File: config.mk
export PLATFORM = sky130hd
export DESIGN_NAME = switch_debouncer
export DESIGN_NICKNAME = d
export VERILOG_FILES = /design/src/rtl/switch_debouncer.sv
export SDC_FILE = /design/constraint.sdc
export NUM_CORES = 1
export LEC_CHECK = 0
export ABC_AREA = 1
export CELL_PAD_IN_SITES_DETAIL_PLACEMENT = 0
export CELL_PAD_IN_SITES_GLOBAL_PLACEMENT = 1
export CORE_UTILIZATION = 35
export CTS_BUF_LIST = sky130_fd_sc_hd__clkbuf_8
export DETAILED_ROUTE_END_ITERATION = 8
export PLACE_DENSITY_LB_ADDON = 0.1
export SLEW_MARGIN = 20
export SYNTH_ARGS = -nofsm -noshare
export SYNTH_HDL_FRONTEND = slang
export SYNTH_SLANG_ARGS = --single-unit
File: constraint.sdc
create_clock -name clk_i -period 1.5 [get_ports clk_i]
set_input_delay 0.375 -clock clk_i [delete_from_list [all_inputs] [get_ports clk_i]]
set_output_delay 0.375 -clock clk_i [all_outputs]
set_load 0.01 [all_outputs]
File: src/rtl/switch_debouncer.sv
// switch_debouncer
// Brings a bus of asynchronous switch levels into the clk_i domain and
// filters contact bounce for the whole bus with one shared settle counter.
// sw_o only ever takes a value that has been sampled DEBOUNCE_CYCLES times in
// a row, so every bit of the bus changes together. upd_o pulses for one
// cycle on each commit, and busy_o is high while a candidate is settling.
module switch_debouncer #(
  parameter int WIDTH           = 11,
  parameter int SYNC_STAGES     = 2,
  parameter int DEBOUNCE_CYCLES = 2_000_000
) (
  input  logic             clk_i,
  input  logic             reset_ni,
  input  logic [WIDTH-1:0] raw_i,
  output logic [WIDTH-1:0] sw_o,
  output logic             upd_o,
  output logic             busy_o
);

  localparam int CNT_W = $clog2(DEBOUNCE_CYCLES + 1);
  localparam logic [CNT_W-1:0] CNT_ONE  = CNT_W'(1);
  localparam logic [CNT_W-1:0] CNT_LAST = CNT_W'(DEBOUNCE_CYCLES - 1);

  typedef enum logic {
    STABLE   = 1'b0,
    SETTLING = 1'b1
  } state_t;

  // Synchroniser chain; index SYNC_STAGES-1 is the oldest, settled sample.
  logic [SYNC_STAGES-1:0][WIDTH-1:0] sync_q;
  logic [WIDTH-1:0]                  s;

  state_t           state_q, state_d;
  logic [WIDTH-1:0] cand_q, cand_d;
  logic [CNT_W-1:0] cnt_q, cnt_d;
  logic [WIDTH-1:0] sw_d;
  logic             upd_d;

  assign s = sync_q[SYNC_STAGES-1];

  // Shift raw levels through the synchroniser chain.
  always_ff @(posedge clk_i or negedge reset_ni) begin
    if (!reset_ni) begin
      sync_q <= '0;
    end else begin
      sync_q <= {sync_q[SYNC_STAGES-2:0], raw_i};
    end
  end

  // Settle FSM: track the candidate, count agreeing samples, commit or abort.
  always_comb begin
    state_d = state_q;
    cand_d  = cand_q;
    cnt_d   = cnt_q;
    sw_d    = sw_o;
    upd_d   = 1'b0;
    case (state_q)
      STABLE: begin
        if (s != sw_o) begin
          cand_d  = s;
          cnt_d   = CNT_ONE;
          state_d = SETTLING;
        end else begin
          cnt_d = '0;
        end
      end
      SETTLING: begin
        if (s == sw_o) begin
          // Bounce fell back to the committed value: abandon the candidate.
          cnt_d   = '0;
          state_d = STABLE;
        end else if (s != cand_q) begin
          // Any bit moved again: restart settling with the new pattern.
          cand_d = s;
          cnt_d  = CNT_ONE;
        end else if (cnt_q == CNT_LAST) begin
          sw_d    = cand_q;
          upd_d   = 1'b1;
          cnt_d   = '0;
          state_d = STABLE;
        end else begin
          cnt_d = cnt_q + CNT_ONE;
        end
      end
      default: begin
        state_d = STABLE;
        cnt_d   = '0;
      end
    endcase
  end

  // Register FSM state, candidate, counter and outputs.
  always_ff @(posedge clk_i or negedge reset_ni) begin
    if (!reset_ni) begin
      state_q <= STABLE;
      cand_q  <= '0;
      cnt_q   <= '0;
      sw_o    <= '0;
      upd_o   <= 1'b0;
    end else begin
      state_q <= state_d;
      cand_q  <= cand_d;
      cnt_q   <= cnt_d;
      sw_o    <= sw_d;
      upd_o   <= upd_d;
    end
  end

  assign busy_o = (state_q == SETTLING);

endmodule

; ---- After elaboration in Yosys (flattened, before gate mapping)
; Cells that the tools add are included.
[classes]
addsub = 1
eq_ne = 7
mux = 18
n_bitwise = 3
n_reduce_logical = 2
[op_table]
columns = cell, n
row1 = $mux W21, 3
row2 = $pmux W21 S2, 1
row3 = $mux W11, 3
row4 = $ne A11 B11 Y1, 2
row5 = $pmux W11 S2, 1
row6 = $add A21 B1 Y21 const B, 1
row7 = $eq A21 B21 Y1 const B, 1
row8 = $eq A11 B11 Y1, 1
row9 = $mux W1, 9
row10 = $ne A2 B2 Y1 const B, 2
row11 = $reduce_and A4 Y1, 1
row12 = $not A1 Y1, 3
row13 = $reduce_and A3 Y1, 1
row14 = $ne A2 B1 Y1 const B, 1
row15 = $pmux W1 S2, 1
[totals]
reg_bits = 67
inputBits = 13
out_inout_bits = 13
wordCells = 38

; ---- Depth between registers and ports, before layout
; Gate-level depths: netlist of run 1.
[depth]
ltp_word = 5
ltp_mapped = 11
depth_no_buf = 10

; ---- Worst setup path after synthesis of run 1
; OpenSTA, ideal clock, no wires.
[synth_path]
kind = register to register
from = register cnt_q[0]
to = register sw_o[1]
setup_ns = 0.117
arrival_ns = 1.444
required_time_ns = 1.383
setup_slack_ns = -0.061
stages_incl_launch_ff = 12
n_path_buf = 1
period_less_slack_ns = 1.561
path_cell_list = dfrtp_1 > ha_1 > nand2_1 > nor2_4 > nand2_1 > nor2_1 > nand2_1 > nor2_4 > nand3_2 > buf_6 > nand2_1 > nand2_1
[synth_via]
elab_chain_len = 2
[synth_rtl]
columns = item, line
row1 = from (decl), 35  ; logic [CNT_W-1:0] cnt_q, cnt_d;
row2 = from (signal assigned), 103  ; cnt_q <= cnt_d;
row3 = $eq A21 B21 Y1, 76  ; end else if (cnt_q == CNT_LAST) begin
row4 = $reduce_and A4 Y1 (no line), n/a
row5 = to (signal assigned), 104  ; sw_o <= sw_d;
row6 = to (decl), 15  ; output logic [WIDTH-1:0] sw_o,
; No other way between the ends.
; A chain may end at the register's enable or synchronous reset.

; ---- Worst setup path after layout of run 1
[layout_path]
from = register cnt_q[0]
to = register sw_o[9]
; The elaborated chain is that of the path after synthesis.

==> results of run 1 <==
logic make-up (layout without fill, tap and decap cells):
family | count (synthesis) | after routing | synth area share, %
DFF | 67 | 67 | 52.9
adders and majority gates | 1 | 1 | 0.395
and+or+nand+nor | 207 | 207 | 32.0
xor gates and xnor gates | 18 | 18 | 4.97
buffers and inverters | 49 | 166 | 6.67
AOI/OAI and AO/OA | 19 | 19 | 3.04
path summary, 6_finish.rpt:
path | start | to | slack (ns) | cells past startpoint
setup / recovery | cnt_q[0] | sw_o[9] | -0.14 | 11
hold / removal | reset_ni | sw_o[5] | 0.01 | 2
setup reg to reg | cnt_q[0] | sw_o[9] | -0.14 | 11
hold reg to reg | sync_q[9] | s[9] | 0.35 | 0
max in group asynchronous | reset_ni | cand_q[6] | 1.15 | 2
min in group clk_i | sync_q[9] | s[9] | 0.35 | 0
where the power goes:
part           total [W]  switching [W]  internal, W
Combinational   0.000252       0.000136     0.000116
Clock            0.00169       0.000745     0.000946
Sequential       0.00188      0.0000333      0.00185
state kept, by name, summed over array words and instances (netlist names):
register and count:
cnt_q 21, sync_q 11, upd_o 1, busy_o 1, s 11, sw_o 11, cand_q 11
worst max-delay path, cell delays in order (launching register included):
cell     delay (ns)
dfrtp_1        0.39
ha_2           0.20
nand2_2        0.07
nor2_4         0.11
nand2_2        0.07
nor2_2         0.10
nand2_2        0.09
nor2_4         0.12
nand3_2        0.10
buf_12         0.17
nand2_1        0.06
nand2_1        0.05
layer usage:
metal | global-route usage, % | up-vias | wire (microns)
met1 | 21.8 | 1262 | 3370
met4 | 6.31 | 0 | 111
met3 | 4.60 | 10 | 186
met5 | 0 | - | 0
li1 | - | 1350 | -
met2 | 28.6 | 26 | 3910
placed cells by master (no fill, tap or decap), types with 3 or more instances in the layout:
| cell type | Yosys | final |
|---|---|---|
| dfrtp_1 | 67 | 67 |
| clkdlybuf4s50_1 | 0 | 11 |
| clkbuf_2 | 0 | 8 |
| inv_2 | 5 | 8 |
| nor2_4 | 14 | 26 |
| xnor2_1 | 8 | 3 |
| nand3_4 | 1 | 4 |
| buf_4 | 1 | 57 |
| o21ai_2 | 0 | 6 |
| nand4_1 | 14 | 14 |
| nor3_1 | 4 | 3 |
| nand2_4 | 1 | 3 |
| nand2_2 | 1 | 24 |
| xnor2_2 | 0 | 5 |
| buf_12 | 0 | 4 |
| nand3_2 | 4 | 7 |
| o21ai_1 | 5 | 4 |
| a21oi_1 | 6 | 6 |
| clkbuf_8 | 0 | 9 |
| xor2_1 | 10 | 8 |
| nand2_1 | 110 | 85 |
| nor2_1 | 35 | 17 |
| buf_6 | 1 | 23 |
| nor2_2 | 1 | 7 |
| clkinv_1 | 3 | 3 |
| nand3_1 | 16 | 10 |
| dlygate4sd2_1 | 0 | 3 |
| inv_1 | 34 | 30 |
stage by stage:
stage | cells | setup TNS (ns)
after floorplan | 361 | -0.237
after global placement | 552 | -4.30
after detailed placement | 552 | -5.26
after CTS | 581 | -3.06
after global routing | 586 | -7.26
final | 586 | -3.54
repair_timing:
action | in CTS | in global routing
buffers inserted | 11 | 9
gates resized for setup | 74 | 76
endpoints found under the setup margin | 58 | 55
cloned | 2 | 0
pin swaps | 9 | 25
layout make-up:
cell class | count | area (sq um) | area share [%]
tap | 108 | 135 | 2.84
inverter | 42 | 160 | 3.36
timing repair buffer | 108 | 953 | 20.0
sequential | 67 | 1680 | 35.2
multi-input combinational | 245 | 1610 | 33.9
clock inverter | 7 | 101 | 2.13
clock buffer | 9 | 124 | 2.60
==> impl_metrics.py, run 1 <==
metrics = {
    "synthesis": {
        "synth-seq-area-share_pct": 52.9,
        "synth_top_area_share_pct": 52.9,
        "synthTopCellsByCount": "nand2_1 (110), dfrtp_1 (67), nor2_1 (35)",
        "ys_types": 31,
        "syn-num-nets": 375,
        "yosysMostFrequentCell": "nand2_1",
        "synth-edff-count": 0,
        "synthArstFlopShare_pct": 100,
        "syn_area_sq_mm": 0.00317,
        "syn_avg_cell_area_sq_um": 8.78,
        "synth_area_leaders": "dfrtp_1 (53%), nand2_1 (13%), nor2_4 (5.0%)",
        "synth-seq-cells": 67,
        "synth_cells": 361,
        "synthFlopType": "dfrtp_1",
        "yosys_warnings": 0,
        "yosysTopAreaCell": "dfrtp_1",
    },
    "power": {
        "vdd_ir_drop_max_mv": 0.583,
        "power_density_mw_per_mm2": 803,
        "power_w": 0.00383,
        "leakage_nw": 2.19,
    },
    "timing": {
        "rsz0062_at_grt": "yes",
        "period_needed_ns": 1.64,
        "drv_slew": 0,
        "final-setup-viol-count": 41,
        "worstMarginPinSlew_ns": 0.385,
        "hold_viol": 0,
        "period_share_pct": 109,
        "slew_headroom_pct": 74.3,
        "fmax_ghz": 0.611,
        "timing.final.ws_setup_ns": -0.135,
        "whs_ns": 0.0120,
        "skew_ns": 0.0104,
    },
    "grt": {
        "grt_max_degree": 68,
        "antenna_found_initial": 0,
        "grt_pass1_vias": 2714,
        "grt_pass1_wl_mm": 12.8,
        "gr-total-overflow": 0,
        "grtUsageTotal_pct": 17.3,
    },
    "detailed_routing": {
        "ant_nets": 0,
        "vias": 2648,
        "wl_mm": 7.58,
        "wl_per_cell_microns": 12.9,
        "vias_per_cell": 4.52,
        "dr.pass1.iters": 4,
        "drc": 0,
        "drt_iter0_markers": 66,
    },
    "worst_setup_path": {
        "arrival_ns": 1.88,
        "cp-end-kind": "flip-flop",
        "worstSetupStartpointType": "flip-flop",
        "critical_path_required_ns": 1.74,
        "path_class": "reg -> reg",
        "worstPathMaxFanout": 11,
    },
    "clock_network": {
        "cts-buffers-inserted": 9,
        "cts_root_buf": "clkbuf_8",
        "cts.sinks": 67,
        "cts_tree": "done",
        "cts_buffer_depth": 2,
        "clock_latency_ns": 0.35,
        "ctsHtreeMaxLevel": 3,
        "path_clk_slew_ns": 0.08,
        "cts.hold.buffers_added": 0,
    },
    "outcome": {
        "run_status": "finished with violations",
        "failed_checks": "negative setup slack",
    },
    "die": {
        "core_sq_mm": 0.00876,
        "fp.dieH_microns": 97.2,
        "chipWidth_microns": 97.2,
        "initial_core_util_pct": 36.2,
        "num_rows": 34,
        "dieArea_sq_mm": 0.00944,
        "io_pins": 26,
    },
    "place": {
        "place_area_sq_mm": 0.00404,
        "dpl_worst_slack_ns": -0.175,
        "place_hpwl_mm": 4.92,
        "port_buffers": 25,
        "place_congestion": 0.818,
    },
    "cells_and_area": {
        "n_fill_cell": 831,
        "postLayoutCellArea_sq_mm": 0.00476,
        "final_core_util_pct": 54.4,
        "fin_nets": 487,
        "diodes": 0,
        "layout-drive-gt1-share_pct": 43.5,
        "syn2layout_area_growth_pct": 50.3,
    },
    "worst_hold_path": {
        "hold_path_class": "in -> async",
    },
    "job": {
        "maxCapViolations": 0,
    },
}
Note: power is estimated with default switching activity, not from simulation.
==> run 2: changes to the inputs <==
--- a/config.mk
+++ b/config.mk
@@ -11,7 +11,7 @@
 export CORE_UTILIZATION = 35
 export CTS_BUF_LIST = sky130_fd_sc_hd__clkbuf_8
 export DETAILED_ROUTE_END_ITERATION = 8
-export PLACE_DENSITY_LB_ADDON = 0.1
+export PLACE_DENSITY = 0.7
 export SLEW_MARGIN = 20
 export SYNTH_ARGS = -nofsm -noshare
 export SYNTH_HDL_FRONTEND = slang
==> run 2 against run 1 <==
Compared with the run above: the run still ends with negative setup slack left; fmax hardly changed; clock power is 24% lower; flip-flop and latch count stayed put; critical path depth is 2 lower; utilization is 1.4 points higher; routed wire length is 4.9% higher; critical path type unchanged.
==> impl_metrics.py, run 2 (synthesized netlist as in run 1, its figures left out) <==
metrics = {
    "outcome": {
        "run_status": "finished with violations",
        "failed_checks": "negative setup slack",
    },
    "die": {
        "io_pins": 26,
        "dieArea_sq_mm": 0.00944,
        "fp.dieH_microns": 97.2,
        "core_sq_mm": 0.00876,
        "initial_core_util_pct": 36.2,
        "num_rows": 34,
        "chipWidth_microns": 97.2,
    },
    "detailed_routing": {
        "wl_per_cell_microns": 13.4,
        "wl_mm": 7.95,
        "ant_nets": 0,
        "vias": 2757,
        "drc": 0,
        "dr.pass1.iters": 4,
        "vias_per_cell": 4.65,
        "drt_iter0_markers": 71,
    },
    "timing": {
        "period_needed_ns": 1.63,
        "hold_viol": 0,
        "slew_headroom_pct": 77.6,
        "skew_ns": 0.00898,
        "rsz0062_at_grt": "yes",
        "final-setup-viol-count": 42,
        "fmax_ghz": 0.612,
        "whs_ns": 0.346,
        "period_share_pct": 109,
        "timing.final.ws_setup_ns": -0.135,
        "worstMarginPinSlew_ns": 0.333,
        "drv_slew": 0,
    },
    "clock_network": {
        "cts.sinks": 67,
        "cts_root_buf": "clkbuf_8",
        "ctsHtreeMaxLevel": 3,
        "cts_tree": "done",
        "path_clk_slew_ns": 0.07,
        "cts-buffers-inserted": 9,
        "cts_buffer_depth": 2,
        "clock_latency_ns": 0.34,
    },
    "power": {
        "power_w": 0.00347,
        "vdd_ir_drop_max_mv": 0.344,
        "power_density_mw_per_mm2": 710,
        "leakage_nw": 2.23,
    },
    "cells_and_area": {
        "layout-drive-gt1-share_pct": 46.2,
        "fin_nets": 498,
        "n_fill_cell": 764,
        "top_register": "cnt_q",
        "diodes": 0,
        "largest_reg_flops": 21,
        "syn2layout_area_growth_pct": 54.2,
        "final_cell_mix": "nand2_1 (72), buf_4 (67), dfrtp_1 (65)",
        "final_common_cell": "nand2_1",
        "stdcell_count": 593,
    },
    "place": {
        "dpl_worst_slack_ns": -0.218,
        "port_buffers": 25,
        "place_hpwl_mm": 5.15,
        "place_congestion": 0.785,
        "dp_cells": 549,
    },
    "job": {
        "maxCapViolations": 0,
    },
    "grt": {
        "grt_pass1_vias": 2771,
        "grtUsageTotal_pct": 17.6,
        "antenna_found_initial": 0,
        "gr-total-overflow": 0,
        "grt_pass1_wl_mm": 13.1,
        "grt_max_degree": 31,
    },
    "worst_setup_path": {
        "worstSetupStartpointType": "flip-flop",
        "worstPathMaxFanout": 6,
        "critical_path_required_ns": 1.77,
        "r2r_slack_ns": -0.13,
        "arrival_ns": 1.91,
        "cp-end-kind": "flip-flop",
        "path_class": "reg -> reg",
    },
    "worst_hold_path": {
        "hold_path_class": "reg -> reg",
    },
}
==> run 2: cell types whose count changed in the layout (fill, tap and decap cells not counted), sizes merged <==
| cell | before | now |
|---|---|---|
| clkdlybuf4s15 | 0 | 1 |
| buf | 86 | 98 |
| clkinvlp | 2 | 0 |
| dlygate4sd3 | 0 | 1 |
| clkinv | 5 | 3 |
| dlygate4sd2 | 3 | 4 |
| nand3 | 21 | 22 |
| bufinv | 2 | 0 |
| clkbuf | 17 | 14 |
==> run 2: report_power, final <==
part | switching, W | leakage [nW] | total [W] | internal, W
Sequential | 0.0000349 | 0.847 | 0.00189 | 0.00185
Clock | 0.000631 | 0.0844 | 0.00128 | 0.000648
Combinational | 0.000157 | 1.30 | 0.000306 | 0.000149
Total | 0.000823 | 2.23 | 0.00347 | 0.00265
==> run 2: final timing paths <==
path,start,endpoint,depth (start not counted)
max,s[7],cnt_q[14],9
min,sync_q[4],s[4],0
max reg2reg,s[7],cnt_q[14],9
min reg2reg,sync_q[4],s[4],0
max in group asynchronous,reset_ni,sw_o[2],3
min in group asynchronous,reset_ni,s[5],2
==> run 2: worst max-delay path: stages (launching register included) <==
cell and delay, ns:
dfrtp_1 0.41, buf_6 0.13, xnor2_2 0.13, nand2_1 0.08
nor2_2 0.13, nand3_4 0.16, nor2_4 0.18, nand2_4 0.10
buf_12 0.16, nor2_4 0.07
==> run 2: layout make-up <==
cell class	count	area, sq um	share of cell area (%)
multi-input combinational	246	1670	34.1
inverter	42	158	3.23
sequential	67	1680	34.4
tap	108	135	2.76
timing repair buffer	118	1090	22.4
clock buffer	11	151	3.10
clock inverter	1	3.75	0.0768
==> run 2: routing by layer <==
layer / vias to the layer above / global-route usage (%) / wire length, microns
met2: 33 / 28.9 / 3950
met4: 0 / 5.17 / 148
met3: 15 / 4.89 / 237
met1: 1332 / 22.8 / 3620
li1: 1377 / - / -
met5: - / 0 / 0
==> run 2: what timing repair did <==
item	CTS	global route
setup endpoints to repair	57	52
pin swaps	14	22
hold buffers	1	0
cloned	2	2
buffers inserted	20	12
endpoints found under the hold margin	9	0
resized for setup	75	90
==> run 2: stage by stage <==
step	util (%)	area (sq um)	TNS (ns)
after floorplan	-	3180	-0.237
after global placement	45.9	4020	-3.15
after detailed placement	45.9	4020	-4.34
after CTS	51.5	4510	-1.81
after global routing	55.8	4890	-7.23
final	55.8	4890	-3.70
==> run 3: changes to the inputs <==
--- a/config.mk
+++ b/config.mk
@@ -8,10 +8,11 @@
 export ABC_AREA = 1
 export CELL_PAD_IN_SITES_DETAIL_PLACEMENT = 0
 export CELL_PAD_IN_SITES_GLOBAL_PLACEMENT = 1
-export CORE_UTILIZATION = 35
+export CORE_MARGIN = 4
+export CORE_UTILIZATION = 26
 export CTS_BUF_LIST = sky130_fd_sc_hd__clkbuf_8
 export DETAILED_ROUTE_END_ITERATION = 8
-export PLACE_DENSITY = 0.7
+export PLACE_DENSITY = 0.55
 export SLEW_MARGIN = 20
 export SYNTH_ARGS = -nofsm -noshare
 export SYNTH_HDL_FRONTEND = slang
==> run 3 against run 2 <==
Compared with the run above: routed wire length rose by 1.6%; sequential share of layout area shrank 0.11 points; worst setup slack better by 0.020 ns; critical path type unchanged; final area grew 0.26%; highest routed layer unchanged; clock skew down 0.0013 ns; the flow still finishes with violations (negative setup slack); via count is 1.5% lower; flip-flop and latch count stayed put; fmax rose by 1.2%; count of clock-buffer cells in the layout shrank 1; clock power is essentially flat; first-iteration DRC count up 37%.
==> impl_metrics.py, run 3 (synthesized netlist as in run 1, its figures left out) <==
metrics = {
    "clock_network": {
        "path_clk_slew_ns": 0.07,
        "clock_latency_ns": 0.35,
        "cts.sinks": 67,
        "cts_buffer_depth": 2,
        "cts.hold.buffers_added": 0,
        "cts_root_buf": "clkbuf_8",
        "cts-buffers-inserted": 9,
        "cts_tree": "done",
        "ctsHtreeMaxLevel": 3,
    },
    "cells_and_area": {
        "diodes": 0,
        "final_common_cell": "nand2_1",
        "syn2layout_area_growth_pct": 54.6,
        "multiInputGateArea_sq_mm": 0.00159,
        "postLayoutCellArea_sq_mm": 0.00490,
        "largest_reg_flops": 21,
        "final_cell_mix": "nand2_1 (79), buf_4 (76), dfrtp_1 (66)",
        "n_fill_cell": 1220,
        "fin_nets": 507,
        "layout-drive-gt1-share_pct": 45.9,
        "stdcell_count": 644,
        "top_register": "cnt_q",
        "regArea_sq_mm": 0.00168,
    },
    "grt": {
        "grt_busiest_layer": "met2",
        "antenna_found_initial": 0,
        "grt_pass1_vias": 2794,
        "grtUsageMet1_pct": 14.4,
        "grt_max_degree": 68,
        "use_met2_pct": 21.1,
        "gr-total-overflow": 0,
        "grt_pass1_wl_mm": 13.6,
        "grtUsageMet3_pct": 4.11,
        "grtUsageTotal_pct": 12.3,
    },
    "detailed_routing": {
        "drt_iter0_markers": 97,
        "vias": 2717,
        "ant_nets": 0,
        "wl_per_cell_microns": 12.5,
        "vias_per_cell": 4.22,
        "dr.pass1.iters": 4,
        "wl_mm": 8.08,
        "drc": 0,
    },
    "die": {
        "core_sq_mm": 0.0120,
        "io_pins": 26,
        "initial_core_util_pct": 26.5,
        "num_rows": 40,
        "dieArea_sq_mm": 0.0140,
        "chipWidth_microns": 118,
        "fp.dieH_microns": 118,
    },
    "place": {
        "place_congestion": 0.791,
        "place_area_sq_mm": 0.00418,
        "dp_cells": 603,
        "place_hpwl_mm": 5.46,
        "port_buffers": 25,
    },
    "timing": {
        "period_share_pct": 108,
        "slew_headroom_pct": 75.3,
        "skew_ns": 0.00772,
        "timing.final.ws_setup_ns": -0.115,
        "period_needed_ns": 1.61,
        "rsz0062_at_grt": "yes",
        "fmax_ghz": 0.619,
        "final-setup-viol-count": 40,
        "worstMarginPinSlew_ns": 0.370,
        "drv_slew": 0,
        "hold_viol": 0,
    },
    "job": {
        "maxCapViolations": 0,
    },
    "worst_setup_path": {
        "arrival_ns": 1.86,
        "crit_family": "simple AND/OR/NAND/NOR gates",
        "r2r_slack_ns": -0.11,
        "r2r-end": "sw_o[9]",
        "path_common_cell": "nand2_2",
        "path_class": "reg -> reg",
        "worst-path-buf-inv": 1,
        "critical_path_required_ns": 1.75,
        "worstPathMaxFanout": 6,
        "worstPathCellList": "ha_4 > nand2_4 > nor2_4 > nand2_2 > nor2_2 > nand2_2 > nor2_4 > nand3_4 > buf_12 > nand2_2 > nand2_1",
        "cpPeakStageDelay_ns": 0.40,
        "crit_slowest_cell": "dfrtp_1",
        "worstSetupStartpointType": "flip-flop",
        "reg2reg_depth": 11,
        "cp-end-kind": "flip-flop",
        "reg2reg_from": "cnt_q[0]",
    },
    "power": {
        "power_density_mw_per_mm2": 699,
        "vdd_ir_drop_max_mv": 0.268,
        "leakage_nw": 2.27,
    },
    "outcome": {
        "failed_checks": "negative setup slack",
        "run_status": "finished with violations",
    },
    "worst_hold_path": {
        "hold_path_class": "in -> async",
    },
}
-- run 3: cell types whose count changed in the layout (fill, tap and decap cells not counted), moves of 5 or more --
| cell | delta |
|---|---|
| buf_4 | +9 |
| nand2_2 | -9 |
| nand2_1 | +7 |
| buf_2 | +6 |
| nor2_4 | -5 |
-- run 3: worst max-delay path by stage --
stage	startpoint	endpoint	slack [ns]	cells past startpoint
5_1_grt	s[9]	sw_o[2]	-0.21	12
3_3_place_gp	s[7]	cand_q[9]	-0.18	8
4_1_cts	cnt_q[0]	sw_o[2]	-0.13	11
2_1_floorplan	cnt_q[0]	sw_o[1]	-0.02	11
6_report	cnt_q[0]	sw_o[9]	-0.11	11
3_5_place_dp	s[7]	cand_q[8]	-0.17	8
-- run 3: stage by stage --
step | TNS [ns] | setup WS [ns] | utilization, % | hold WS [ns] | total power, W
floorplan | -0.237 | -0.0239 | - | 0.0794 | 0.00200
global placement | -5.10 | -0.179 | 34.9 | 0.334 | 0.00215
detailed placement | -4.09 | -0.169 | 34.9 | 0.335 | 0.00215
CTS | -3.03 | -0.129 | 38.9 | 0.0272 | 0.00349
global route | -7.19 | -0.214 | 41.0 | 0.0467 | 0.00361
finish | -2.90 | -0.115 | 41.0 | 0.0346 | 0.00342
-- run 3: final cells by class --
type	instances	area share [%]
sequential	67	34.2
clock inverter	5	0.460
clock buffer	10	2.81
tap	147	3.75
timing repair buffer	128	23.2
inverter	42	3.22
multi-input combinational	245	32.4
-- run 3: worst register-to-register path, stage by stage (launching register included) --
cell and delay, ns:
dfrtp_1 0.40, ha_4 0.17, nand2_4 0.05, nor2_4 0.12
nand2_2 0.07, nor2_2 0.08, nand2_2 0.08, nor2_4 0.15
nand3_4 0.13, buf_12 0.17, nand2_2 0.05, nand2_1 0.04
-- run 3: per-layer routing --
layer  part of all wire [%]  wire [microns]  vias to the layer above
li1                       -               -                     1393
met1                     43            3500                     1290
met2                     52            4190                       24
met3                    3.1             247                       10
met4                    1.7             138                        0
met5                      0               0                        -
-- run 3: report_power, final --
part           internal (W)  total, W  switching (W)
logic              0.000123  0.000260       0.000136
clock network      0.000614   0.00128       0.000666
registers           0.00185   0.00188      0.0000323
total               0.00259   0.00342       0.000834
-- run 3: what timing repair did --
action,in CTS,in global routing
pin swaps,8,24
endpoints found under the setup margin,58,51
cloned,2,0
buffers inserted,12,14
resized for setup,101,58
